[src/rtl/exe_div_ctrl.sv]
// Iterative radix-2 restoring divider sequencer for DIV/DIVU, returning {remainder, quotient}.
// Optional macro DIV_ZERO_FAST_EN: a zero divisor skips the iteration loop via the DIVZ state.
module exe_div_ctrl #(
  parameter int DATA_W = 32,
  parameter int CNT_W  = 6
) (
  input  logic                  cpu_clk_50M,
  input  logic                  cpu_rst_n,
  input  logic                  div_start_i,
  input  logic                  div_signed_i,
  input  logic [DATA_W-1:0]     div_opa_i,
  input  logic [DATA_W-1:0]     div_opb_i,
  input  logic                  flush_i,
  output logic                  stall_req_o,
  output logic                  div_ready_o,
  output logic                  div_busy_o,
  output logic [2*DATA_W-1:0]   div_hilo_o
);

`ifdef DIV_ZERO_FAST_EN
  localparam bit FAST_Z = 1'b1;
`else
  localparam bit FAST_Z = 1'b0;
`endif

  typedef enum logic [1:0] {IDLE, DIVZ, ON, END} state_t;

  state_t                state, state_nxt;
  logic [CNT_W-1:0]      cnt;
  logic                  neg_q, neg_r;
  logic [DATA_W-1:0]     dvsr;
  logic [2*DATA_W-1:0]   acc;
  logic [2*DATA_W-1:0]   hilo;
  logic                  accept, zero_fast, last, stall;

  logic [2*DATA_W:0]     shifted;
  logic [DATA_W:0]       upper;
  logic [DATA_W-1:0]     diff;
  logic                  ge;
  logic [2*DATA_W-1:0]   acc_step;
  logic [2*DATA_W-1:0]   res_on;

  function automatic logic [DATA_W-1:0] abs_val(input logic signed [DATA_W-1:0] v);
    return v[DATA_W-1] ? DATA_W'(-v) : DATA_W'(v);
  endfunction

  // Two's complement negate; wraps for the most negative value.
  function automatic logic [DATA_W-1:0] neg_if(input logic [DATA_W-1:0] v, input logic n);
    return n ? (~v + DATA_W'(1)) : v;
  endfunction

  assign accept    = (state == IDLE) && div_start_i && !flush_i;
  assign zero_fast = FAST_Z && (div_opb_i == '0);
  assign last      = (cnt == CNT_W'(DATA_W - 1));

  // One restoring step on the widened {remainder, quotient} shift register
  always_comb begin
    shifted  = {1'b0, acc, 1'b0};
    upper    = shifted[2*DATA_W:DATA_W];
    ge       = (upper >= {1'b0, dvsr});
    diff     = upper[DATA_W-1:0] - dvsr;
    acc_step = ge ? {diff, shifted[DATA_W-1:1], 1'b1} : shifted[2*DATA_W-1:0];
    res_on   = {neg_if(acc_step[2*DATA_W-1:DATA_W], neg_r),
                neg_if(acc_step[DATA_W-1:0], neg_q)};
  end

  always_comb begin
    state_nxt = state;
    stall     = 1'b0;
    case (state)
      IDLE: if (accept) begin
        stall     = 1'b1;
        state_nxt = zero_fast ? DIVZ : ON;
      end
      DIVZ: begin
        stall     = 1'b1;
        state_nxt = END;
      end
      ON: begin
        stall = 1'b1;
        if (last) state_nxt = END;
      end
      END:     state_nxt = IDLE;
      default: state_nxt = IDLE;
    endcase
    if (flush_i) begin
      state_nxt = IDLE;
      stall     = 1'b0;
    end
  end

  always_ff @(posedge cpu_clk_50M or negedge cpu_rst_n) begin
    if (!cpu_rst_n) begin
      state <= IDLE;
      cnt   <= '0;
      hilo  <= '0;
    end else begin
      state <= state_nxt;
      cnt   <= (state == ON) ? cnt + CNT_W'(1) : '0;
      // Result lands on entry to END so it is valid alongside the ready pulse
      if (!flush_i) begin
        if (state == ON && last)
          hilo <= res_on;
        else if (state == DIVZ)
          hilo <= {acc[DATA_W-1:0], {DATA_W{1'b1}}};
      end
    end
  end

  always_ff @(posedge cpu_clk_50M) begin
    if (accept) begin
      neg_r <= div_signed_i & div_opa_i[DATA_W-1];
      neg_q <= div_signed_i & (div_opa_i[DATA_W-1] ^ div_opb_i[DATA_W-1]);
      dvsr  <= div_signed_i ? abs_val(div_opb_i) : div_opb_i;
      acc   <= {{DATA_W{1'b0}},
                (zero_fast || !div_signed_i) ? div_opa_i : abs_val(div_opa_i)};
    end else if (state == ON) begin
      acc <= acc_step;
    end
  end

  assign stall_req_o = stall & cpu_rst_n;
  assign div_ready_o = (state == END) && !flush_i;
  assign div_busy_o  = (state != IDLE);
  assign div_hilo_o  = hilo;

endmodule

[config.mk]
export PLATFORM = sky130hd
export DESIGN_NAME = exe_div_ctrl
export DESIGN_NICKNAME = d
export VERILOG_FILES = /design/src/rtl/exe_div_ctrl.sv
export SDC_FILE = /design/constraint.sdc
export NUM_CORES = 1
export LEC_CHECK = 0
export BUFFER_PORTS_ARGS = -buffer_cell sky130_fd_sc_hd__buf_2
export CORE_AREA = 2 2 166 152
export CTS_CLUSTER_DIAMETER = 150
export DETAILED_ROUTE_END_ITERATION = 16
export DIE_AREA = 0 0 168 154
export PLACE_DENSITY = 0.74
export SYNTH_ARGS = -nofsm -noshare
export SYNTH_HDL_FRONTEND = slang
export SYNTH_SLANG_ARGS = --single-unit
[constraint.sdc]
create_clock -name cpu_clk_50M -period 6.2 [get_ports cpu_clk_50M]
set_input_delay 0.62 -clock cpu_clk_50M [delete_from_list [all_inputs] [get_ports cpu_clk_50M]]
set_output_delay 0.62 -clock cpu_clk_50M [all_outputs]
set_load 0.02 [all_outputs]
==> impl_results.md <==
* Routed wire length per instance at roughly 18 um
* I/O pin count at approximately 140
* Final Hold Viols at 0
* Total inserted antenna cells at 0
* Required time worst endpoint at between 6000 and 7000 ps
* Global-route congestion overflow total at 0
* Clock transition time at the flip-flop clock pins of the worst setup and hold paths at 80 ps
* Share of synthesized flip-flops with an asynchronous set or reset at 42.4%
* Met1 Resource Use GR at a little over a third
* Total half-perimeter wirelength after legalization and detailed placement at roughly 24000 um
* Share of layout cells above drive strength 1 at around 15%
* Maximum vdd ir drop at 0.266 mV
* Chip width at about 170 um
* Number of CTS-inserted buffers at 17
* Vertical extent of the die at about 150 um
* Maximum level of the CTS H-tree at 4
* Critical Path End Type: flip-flop
* Flops & latches, synth at 170
* Setup TNS at 0 ps
* Met3 global-route usage at 3.45%
* Signal arrival time at the worst endpoint at 4930 ps
* Worst setup slack after placement at roughly 1700 ps
* Port buffer count at roughly 140
* Worst-case clock buffer depth at 2
* Fin Clk Skew at 18.9 ps
* Placeable Area at about 24000 sq um
* # Max-Cap Violations at 0
* Number of library cell types mapped by synthesis at 78
* Weighted congestion reported at the end of routability-driven placement at 0.950
* Starting density of the core at between 40 and 50%
* Most used DFF post-synth: sky130_fd_sc_hd__dfrtp_1
* CTS tree: yes
* Cells after Synth at 1392
* Total count of max-transition violations in the final report at 0
* Power per unit of standard cell area at around 570 nW/um^2
* Cell count after placement at between 1.5k and 2k
* Final WS setup at around 1600 ps
* Post-CTS Setup Repair Bufs at 0
* Starting DRT DRC Count at between 900 and 1k
* Finished Core Util at a little under three fifths
* Wire length of the first global-routing pass at between 50000 and 60000 um
* Average cell area after synthesis at 8.51 sq um
* Maximum operating frequency at 217 MHz
* HP Class: input pin to asynchronous set/reset pin
* Max-slew headroom at the worst pin at around 26%
* Leak pwr at between 5 and 6 nW
* Net count reported at finish at approximately 1.6k
* Num rows at 54
* GRT Total Usage at between 20% and 30%
* Met2 track demand over resource in global routing at about two fifths
* Root Buffer: sky130_fd_sc_hd__clkbuf_16
* Number of global-route vias before repair at a little over 10k
* CTS sink cnt at 170
* Router iterations before antenna repair at 5
* Post-route DRC violation count at 0
* Number of antenna violations at the first check in global routing at 0
* Mean number of vias per cell at approximately 5.9
* Finished Layout Cells at about 1.8k
* Routed vias at between 10k and 15k
* Kind of critical path: flip-flop to flip-flop
* Pin count of the biggest net entering global routing at 74
* Cell area after technology mapping at ~12000 sq um
* # resized after CTS at 0
* Critical path startpoint category: flip-flop
* Crit share post-route at about three quarters
* Count of final setup violators at 0
* Slew of the pin with the lowest slew margin at roughly 1100 ps
* Full die area at approximately 26000 sq um
* Area growth, synth to finish at 12.6%
* Skew-Pair Late Insertion Delay at roughly 450 ps
* Proportion of synthesized chip area in sequential cells at a little under two fifths
* Peak fanout along the critical path at 21
* Synthesized netlist net count at between 1.5k and 2k
* Minimum setup slack among reg-to-reg paths at roughly 1600 ps
* Total of warnings raised by yosys at 0
* Routed wire length at approximately 33000 um
* Antenna Nets Post-Route at 0
* Outcome: complete, no violations
* Count of hold-fix buffers inserted at cts at 0
* Number of enable-type register cells in the synthesized netlist at between 60 and 70
* Layer with the highest usage: met2
* Final Critical Period at around 4600 ps
* RSZ-0062 raised after global routing: no
[layer usage]
| layer | vias up | part of all wire [%] |
|---|---|---|
| met1 | 5090 | 45 |
| met5 | - | 0 |
| met3 | 60 | 5.5 |
| li1 | 5208 | - |
| met4 | 0 | 2.6 |
| met2 | 377 | 47 |
[registers in the layout, summed over array words and instances (netlist names)]
| name | count |
|---|---|
| acc | 64 |
| cnt | 6 |
| div_hilo_o | 64 |
| dvsr | 32 |
| neg_q | 1 |
| neg_r | 1 |
| state | 2 |
[critical path, stage by stage, from the launching register on]
cell	delay [ps]
sky130_fd_sc_hd__edfxtp_1	330
sky130_fd_sc_hd__inv_1	40
sky130_fd_sc_hd__ha_1	370
sky130_fd_sc_hd__a21oi_1	320
sky130_fd_sc_hd__o21ai_1	170
sky130_fd_sc_hd__a21oi_1	450
sky130_fd_sc_hd__o211a_1	300
sky130_fd_sc_hd__nand2_2	300
sky130_fd_sc_hd__inv_2	150
sky130_fd_sc_hd__ha_1	220
sky130_fd_sc_hd__nand3_1	150
sky130_fd_sc_hd__or2_1	310
sky130_fd_sc_hd__or4_1	470
sky130_fd_sc_hd__o41ai_1	520
sky130_fd_sc_hd__nand2_1	140
sky130_fd_sc_hd__xnor2_1	160
sky130_fd_sc_hd__a21oi_1	80
[power breakdown]
part           total, mW  switching [mW]  leakage (nW)  internal [mW]
clock               1.13           0.542         0.300          0.586
sequential          2.22           0.506          1.67           1.71
combinational       4.19            2.65          3.39           1.54
total               7.54            3.70          5.36           3.84
[path summary, 6_finish.rpt]
check,from,to,cells past startpoint
min in group cpu_clk_50M,div_opb_i[0],dvsr[0],1
worst min register to register,cnt[0],cnt[0],1
worst min-delay path,cpu_rst_n,div_hilo_o[6],1
worst max-delay path,dvsr[18],div_hilo_o[28],16
worst max register to register,dvsr[18],div_hilo_o[28],16
max in group asynchronous,cpu_rst_n,div_hilo_o[1],1
[cell type report]
class                   instances  area (sq um)
fillers                      2109         10700
multi-input cells            1092          6910
flip-flops and latches        170          4420
repair buffers                147           768
clock buffers                  17           425
well taps                     308           385
inverters                      59           221
clock inverters                15           199
[through the flow]
stage / total power, mW / hold slack (ps) / cell area, sq um
6_report: 7.54 / 336 / 13300
4_1_cts: 7.51 / 367 / 13300
2_1_floorplan: 5.21 / 324 / 11800
3_5_place_dp: 6.34 / 451 / 12700
5_1_grt: 8.07 / 418 / 13300
3_3_place_gp: 6.30 / 439 / 12700
[kinds of logic (layout without fill, tap and decap cells)]
kind of cell               count (synthesis)  after routing  share of synthesized area (%)
AOI/OAI and AO/OA                        417            417                           22.6
xor gates and xnor gates                 137            137                           10.2
adders and majority gates                 42             42                           4.50
buffers and inverters                    130            238                           4.46
DFF                                      170            170                           37.4
muxes                                     25             25                           2.14
and+or+nand+nor                          471            471                           18.7
[cells in the mapped netlist, drive strengths merged (13+ instances only)]
cell type	number	share of area, %
nor2	153	4.8
a21oi	143	6.1
nand2	141	4.5
o21ai	116	5.0
dfrtp	72	15
xor2	72	5.4
edfxtp	66	17
xnor2	65	4.8
inv	59	1.9
clkbuf	47	1.5
ha	41	4.3
nor3	37	1.6
a211oi	32	2.0
dfxtp	32	5.4
buf	24	1.1
nand3	23	1.1
mux2i	22	1.9
nor4	20	1.1
o31ai	20	1.4
or3	19	1.0
nand2b	13	0.69
[cells in the final DEF, fill, tap and decap left out, drive strengths merged, types with 37 or more instances in the layout]
master / count
ha: 41
edfxtp: 66
nor2: 153
inv: 66
xor2: 72
buf: 147
o21ai: 116
xnor2: 65
nor3: 37
a21oi: 143
dfrtp: 72
nand2: 141
No activity file was read; power rests on OpenSTA's default activity.
